## src/rtl/scsi_port_arbiter.sv

```systemverilog
// Arbitrates CPU and DMA access to a SCSI chip register port and times CS_/RE_/WE_.
// Optional macro SCSI_WAIT_EXTEND_EN adds a WAIT input that stretches the final strobe cycle.
module scsi_port_arbiter #(
    parameter int unsigned SETUP_CYCLES  = 1,
    parameter int unsigned STROBE_CYCLES = 4,
    parameter int unsigned HOLD_CYCLES   = 1
) (
    input  logic CLK,
    input  logic RST,
    input  logic CPU_REQ,
    input  logic CPU_RW,
    input  logic DMA_REQ,
    input  logic DMA_RW,
`ifdef SCSI_WAIT_EXTEND_EN
    input  logic WAIT,
`endif
    output logic CPU_DSK_,
    output logic DMA_ACK,
    output logic SCSI_CS_,
    output logic SCSI_RE_,
    output logic SCSI_WE_,
    output logic LATCH_EN,
    output logic OWNER,
    output logic BUSY
);

    typedef enum logic [2:0] {
        ST_IDLE,
        ST_SETUP,
        ST_STROBE,
        ST_HOLD,
        ST_CPU_END
    } state_t;

    localparam logic [3:0] SETUP_LOAD  = 4'(SETUP_CYCLES - 1);
    localparam logic [3:0] STROBE_LOAD = 4'(STROBE_CYCLES - 1);
    localparam logic [3:0] HOLD_LOAD   = 4'(HOLD_CYCLES - 1);

    state_t     state_q, state_d;
    logic [3:0] cnt_q, cnt_d;
    logic       rw_q, rw_d;
    logic       owner_q, owner_d;
    logic       last_q, last_d;          // 1 = DMA was served last
    logic       cpu_drop_q, cpu_drop_d;
    logic       dma_ack_q, dma_ack_d;

    logic       wait_hold;
    logic       cpu_go;
    logic       dma_go;
    logic       pick_dma;

`ifdef SCSI_WAIT_EXTEND_EN
    assign wait_hold = WAIT;
`else
    assign wait_hold = 1'b0;
`endif

    always_comb begin
        state_d    = state_q;
        cnt_d      = cnt_q;
        rw_d       = rw_q;
        owner_d    = owner_q;
        last_d     = last_q;
        cpu_drop_d = cpu_drop_q;
        dma_ack_d  = 1'b0;
        // DMA_REQ is still high while its acknowledge is out; do not re-grant it then.
        cpu_go     = CPU_REQ;
        dma_go     = DMA_REQ && !dma_ack_q;
        pick_dma   = dma_go && (!cpu_go || !last_q);

        case (state_q)
            ST_IDLE: begin
                if (cpu_go || dma_go) begin
                    owner_d    = pick_dma;
                    rw_d       = pick_dma ? DMA_RW : CPU_RW;
                    cnt_d      = SETUP_LOAD;
                    cpu_drop_d = 1'b0;
                    state_d    = ST_SETUP;
                end
            end
            ST_SETUP: begin
                if (!owner_q && !CPU_REQ) begin
                    cnt_d   = '0;
                    state_d = ST_IDLE;
                end else if (cnt_q == '0) begin
                    cnt_d   = STROBE_LOAD;
                    state_d = ST_STROBE;
                end else begin
                    cnt_d = cnt_q - 4'd1;
                end
            end
            ST_STROBE: begin
                if (!owner_q && !CPU_REQ) cpu_drop_d = 1'b1;
                if (cnt_q == '0) begin
                    if (!wait_hold) begin
                        cnt_d   = HOLD_LOAD;
                        state_d = ST_HOLD;
                    end
                end else begin
                    cnt_d = cnt_q - 4'd1;
                end
            end
            ST_HOLD: begin
                if (!owner_q && !CPU_REQ) cpu_drop_d = 1'b1;
                if (cnt_q == '0) begin
                    last_d = owner_q;
                    if (owner_q) begin
                        dma_ack_d = 1'b1;
                        state_d   = ST_IDLE;
                    end else if (cpu_drop_q || !CPU_REQ) begin
                        state_d = ST_IDLE;
                    end else begin
                        state_d = ST_CPU_END;
                    end
                end else begin
                    cnt_d = cnt_q - 4'd1;
                end
            end
            ST_CPU_END: begin
                if (!CPU_REQ) state_d = ST_IDLE;
            end
            default: state_d = ST_IDLE;
        endcase
    end

    always_ff @(posedge CLK) begin
        if (RST) begin
            state_q    <= ST_IDLE;
            cnt_q      <= '0;
            rw_q       <= 1'b0;
            owner_q    <= 1'b0;
            last_q     <= 1'b1;
            cpu_drop_q <= 1'b0;
            dma_ack_q  <= 1'b0;
        end else begin
            state_q    <= state_d;
            cnt_q      <= cnt_d;
            rw_q       <= rw_d;
            owner_q    <= owner_d;
            last_q     <= last_d;
            cpu_drop_q <= cpu_drop_d;
            dma_ack_q  <= dma_ack_d;
        end
    end

    logic selected;
    logic strobing;

    assign selected = (state_q == ST_SETUP) || (state_q == ST_STROBE) || (state_q == ST_HOLD);
    assign strobing = (state_q == ST_STROBE);

    assign SCSI_CS_ = !selected;
    assign SCSI_RE_ = !(strobing && rw_q);
    assign SCSI_WE_ = !(strobing && !rw_q);
    assign LATCH_EN = strobing && rw_q && (cnt_q == '0);
    assign CPU_DSK_ = !(state_q == ST_CPU_END);
    assign DMA_ACK  = dma_ack_q;
    assign OWNER    = owner_q;
    assign BUSY     = (state_q != ST_IDLE);

endmodule
```

## config.mk

```make
export PLATFORM = sky130hd
export DESIGN_NAME = scsi_port_arbiter
export DESIGN_NICKNAME = d
export VERILOG_FILES = /design/src/rtl/scsi_port_arbiter.sv
export SDC_FILE = /design/constraint.sdc
export NUM_CORES = 1
export LEC_CHECK = 0
export BUFFER_PORTS_ARGS = -buffer_cell sky130_fd_sc_hd__buf_4
export CORE_MARGIN = 4
export CORE_UTILIZATION = 33
export DETAILED_ROUTE_END_ITERATION = 10
export GPL_ROUTABILITY_DRIVEN = 0
export GPL_TIMING_DRIVEN = 0
export HOLD_SLACK_MARGIN = 0.08
export PLACE_DENSITY_LB_ADDON = 0.08
export SETUP_SLACK_MARGIN = 0.5
export SLEW_MARGIN = 20
export SYNTH_ARGS = -nofsm -noshare
export SYNTH_HDL_FRONTEND = slang
export SYNTH_SLANG_ARGS = --single-unit
```

## constraint.sdc

```tcl
create_clock -name CLK -period 1.8 [get_ports CLK]
set_input_delay 0.36 -clock CLK [delete_from_list [all_inputs] [get_ports CLK]]
set_output_delay 0.36 -clock CLK [all_outputs]
set_load 0.05 [all_outputs]
```

After elaboration in Yosys (flattened, before gate mapping) --
Cells that the tools add are included.
Word-level totals: bits in registers 12, latch bits 0, memory bits (writable) 0, memory bits (read-only) 0, bits of input ports 6, output and inout bits 8, logic and storage cells 73, memories kept 0
Cells by class: $add $sub $neg 1, multipliers 0, divide/modulo/power cells 0, order comparisons 0, eq/ne operators 11, shift operators 0, multiplexer cells 20, bitwise operators 2, reductions and logical operators 32
Operators with widths (count):
- $mux W3 | 8
- $mux W4 | 5
- $pmux W4 S4 | 1
- $pmux W3 S5 | 1
- $logic_not A1 Y1 | 9
- $ne A2 B2 Y1 const B | 4
- $eq A3 B2 Y1 const B | 2
- $logic_and A1 B1 Y1 | 6
- $reduce_and A3 Y1 | 2
- $logic_or A1 B1 Y1 | 5
- $reduce_and A5 Y1 | 1
- $logic_not A4 Y1 | 1
- $mux W1 | 4
- $ne A2 B1 Y1 const B | 2
- $reduce_and A2 Y1 | 2
- $reduce_bool A4 Y1 | 1
- $sub A4 B1 Y4 const B | 1
- $eq A3 B1 Y1 const B | 1
- $eq A3 B3 Y1 const B | 1
- $logic_not A3 Y1 | 1
- $ne A3 B3 Y1 const B | 1
- $reduce_bool A3 Y1 | 1
- $reduce_or A3 Y1 | 1
- $not A1 Y1 | 2
- other kinds (3) | 3

Depth between registers and ports, before layout --
depth in word-level cells 6, mapped depth 6, mapped depth without buffers 6

Worst setup path before layout --
No wires, ideal clock.
path kind flip-flop to output port, start register state_q[1], end output port LATCH_EN, data arrival time 1735 ps, data required time 1440 ps, slack -295 ps, stages on the path, launching flop included 6, buffers on the path 1, path through dfxtp_1 buf_2 nand2b_1 nor2_1 nand2_1 nor2_1
On the way: word-level cells in the longest chain between the ends 3
RTL lines:
- from (decl) | line 39 | state_t state_q, state_d;
- from (signal assigned) | line 136 | state_q <= state_d;
- $eq A3 B2 Y1 | line 150 | assign strobing = (state_q == ST_STROBE);
- $logic_and A1 B1 Y1 (2 in series) | line 155 | assign LATCH_EN = strobing && rw_q && (cnt_q == '0);
- to (decl) | line 22 | output logic LATCH_EN,
Every way passes these cells.

Worst setup path in the final report --
start register cnt_q[1], end output port LATCH_EN
On the way: word-level cells in the longest chain between the ends 2
RTL lines:
- from (decl) | line 40 | logic [3:0] cnt_q, cnt_d;
- from (signal assigned) | line 137 | cnt_q <= cnt_d;
- $logic_not A4 Y1 | line 155
- $logic_and A1 B1 Y1 | line 155
Every way passes these cells.

==> flow_summary_export.csv <==
group,metric,value,unit
critical_path,crit_path_max_incr_delay,0.40,ns
logic_synthesis,yosysTopAreaCell,"dfxtp_1",
clocking,clk_pin_slew,0.08,ns
critical_path,r2r_cells,9,
power_and_ir_drop,p_int,769,uW
critical_path,crit_chain,"inv_2 -> ha_4 -> or3b_4 -> nor2_4 -> buf_8",
sta,finalHoldViolCount,0,
global_route,overflow,0,
detailed_routing,ant_nets,0,
final_layout,area_growth_syn_to_layout,73.8,%
critical_path,crit_start,"cnt_q[1]$_SDFFE_PP0P_",
detailed_routing,drcViolationCount,0,
critical_path,r2r_slack,0.03,ns
sta,tightestPinTransition,0.511,ns
outcome,violations,"negative setup slack",
critical_path,cp-end-kind,"output pin",
clocking,cts_sinks,12,
outcome,status,"finished, violations left",
placed_design,dp_slack,0.181,ns
sta,maxClockFrequency,548,MHz
detailed_routing,drt_wl_total,2110,um
job,maxCapViolCount,0,
power_and_ir_drop,netSwitchingPower,453,uW
power_and_ir_drop,combPwrFrac,55.1,%
detailed_routing,vias_per_cell,5.11,
detailed_routing,wire_per_inst,13.7,um
global_route,antenna_found_initial,0,
logic_synthesis,yosysSeqAreaShare,33.0,%
logic_synthesis,ys_ff_latch,12,
sta,setup_viol,1,
global_route,grt_first_pass_wirelength,3800,um
logic_synthesis,yosys.cell_types.count,36,
logic_synthesis,yosysTopAreaCellShare,33.0,%
power_and_ir_drop,switching_share,37.0,%
critical_path,crit_type,"flop to output pin",
final_layout,final_common_cell,"buf_4",
logic_synthesis,synth_area_leaders,"dfxtp_1, nor2_1, mux2i_1",
floorplanning,placementRows,16,
clocking,clock_latency,0.28,ns
power_and_ir_drop,p_per_area,967,nW/um2
detailed_routing,dr.pass1.iters,2,
sta,maxSlewViolCount,0,
critical_path,crit_fanout,2,
logic_synthesis,synth-async-reset-ratio,0,%
global_route,grt.total_usage,17.8,%
power_and_ir_drop,p_leak,0.000538,uW
critical_path,r2r-start,"cnt_q[1]$_SDFFE_PP0P_",
final_layout,layout_common_cells,"buf_4, nor2_1, buf_6",
floorplanning,dieWidth,54.9,um
clocking,root_buffer,"clkbuf_4",
critical_path,crit_required,1.44,ns
power_and_ir_drop,p_clk_share,18.3,%
detailed_routing,first_iter_violations,4,
critical_path,cp-start-kind,"flop",
global_route,grt_max_degree,11,
sta,hold_slack,0.335,ns
power_and_ir_drop,peakVddDrop,0.582,mV
final_layout,nets,135,
power_and_ir_drop,p_total,1220,uW
sta,fin_worst_skew,0.00593,ns
logic_synthesis,ys_warn_count,0,
sta,period_share,101,%
sta,tns,-0.0239,ns
floorplanning,die_h,54.9,um
logic_synthesis,synthCells,91,
sta,timing.final.crit_period,1.82,ns
floorplanning,core_area,2020,um2
clocking,cts_tree,"done",
power_and_ir_drop,pwr-share-seq,26.5,%
sta,rsz0062_at_grt,"yes",
critical_path,crit_slowest_cell,"or3b_4",
logic_synthesis,synth_nets,98,
clocking,hold_buffers,0,
sta,fin_ws,-0.0239,ns
clocking,cts_inserted_buffers,3,
floorplanning,die_area,3020,um2
hold_path,hold_path_class,"input pin to flop",
sta,maxSlewHeadroom,65.8,%
logic_synthesis,synth_area,727,um2
final_layout,layout-drive-gt1-share,56.7,%
logic_synthesis,ys.flop_type,"dfxtp_1",
critical_path,cp-endpoint,"LATCH_EN",
final_layout,antenna_cells,0,
logic_synthesis,syn_area_per_cell,7.99,um2
floorplanning,floorplan.initialDensity,36.0,%
clocking,clockBufferDepth,2,
critical_path,r2r_end,"state_q[0]$_SDFFE_PP0P_",
detailed_routing,via_count,787,
logic_synthesis,synth_edf_count,0,
critical_path,arrival,1.46,ns
placed_design,portBuffers,13,
global_route,grt_pass1_vias,846,
floorplanning,ioPinCount,14,
clocking,h-tree-depth,1,
placed_design,dpl.hpwl,1350,um
-- worst max-delay path, delay by kind of cell (launching register included) --
family / cells / cell delay (ns)
buffers and inverters: 2 / 0.22
AND/OR/NAND/NOR: 2 / 0.50
adder cells (fa/ha/maj): 1 / 0.14
flip-flops: 1 / 0.33
-- per-stage QoR --
stage          std cells  area, um2  utilization, %
2_1_floorplan         91        797               -
3_3_place_gp         131        928            45.9
3_5_place_dp         131        928            45.9
4_1_cts              152       1210            60.1
5_1_grt              154       1260            62.5
6_report             154       1260            62.5
-- routing by layer --
metal | part of all wire, % | vias to the layer above | routed length (um) | track usage, %
met5 | 0 | - | 0 | 0
met4 | 0.85 | 0 | 18 | 8.50
met3 | 4.8 | 2 | 102 | 5.09
met2 | 50 | 14 | 1050 | 31.1
met1 | 44 | 374 | 934 | 19.6
li1 | - | 397 | - | -
-- cell families after synthesis --
logic type      share of synthesized area [%]
compound gates                           22.4
fa+ha+maj                                1.72
buf+inv                                  6.03
flops                                    33.0
mux                                      5.51
simple gates                             31.3
-- cells in the mapped netlist, drive strengths merged, types with 2 or more instances --
library cell  number
a21oi              2
a31oi              2
buf                2
clkbuf             2
dfxtp             12
inv                7
mux2i              4
nand2              7
nand2b             3
nand3              4
nor2              12
nor2b              4
nor3               6
nor3b              3
o21ai              5
o22a               2
-- area by class of cell --
type                            instances  area (um2)
Tap cell                               27        33.8
Buffer                                  4        40.0
Fill cell                             192         758
Multi-Input combinational cell         68         556
Sequential cell                        12         251
Inverter                                7        26.3
Clock buffer                            4        36.3
Timing Repair Buffer                   32         320
-- repair_timing --
item                                    4_1_cts  5_1_grt
pin swaps                                     6        6
resized for setup                            28        9
setup buffers                                17        2
endpoints found under the setup margin       16       18
-- power by group through the flow --
stage / logic (uW) / registers [uW] / clock network (uW)
6_report: 674 / 324 / 224
5_1_grt: 726 / 329 / 242
4_1_cts: 622 / 324 / 227
3_5_place_dp: 411 / 330 / 0
3_3_place_gp: 408 / 329 / 0
2_1_floorplan: 317 / 331 / 0
-- registers in the layout, summed over array words and instances (netlist names) --
signal and cells:
cnt_q 4, OWNER 1, DMA_ACK 1, cpu_drop_q 1, state_q 3, rw_q 1, last_q 1
-- worst min-delay path by stage --
stage	start	to	slack, ns	depth (start not counted)
3_5_place_dp	last_q$_SDFFE_PP1P_	last_q$_SDFFE_PP1P_	0.49	2
6_report	RST	cnt_q[0]$_SDFFE_PP0P_	0.33	2
3_3_place_gp	last_q$_SDFFE_PP1P_	last_q$_SDFFE_PP1P_	0.47	2
5_1_grt	RST	cnt_q[0]$_SDFFE_PP0P_	0.34	2
2_1_floorplan	last_q$_SDFFE_PP1P_	last_q$_SDFFE_PP1P_	0.45	2
4_1_cts	RST	cnt_q[0]$_SDFFE_PP0P_	0.33	2
Power figures use the tool's default switching activity.
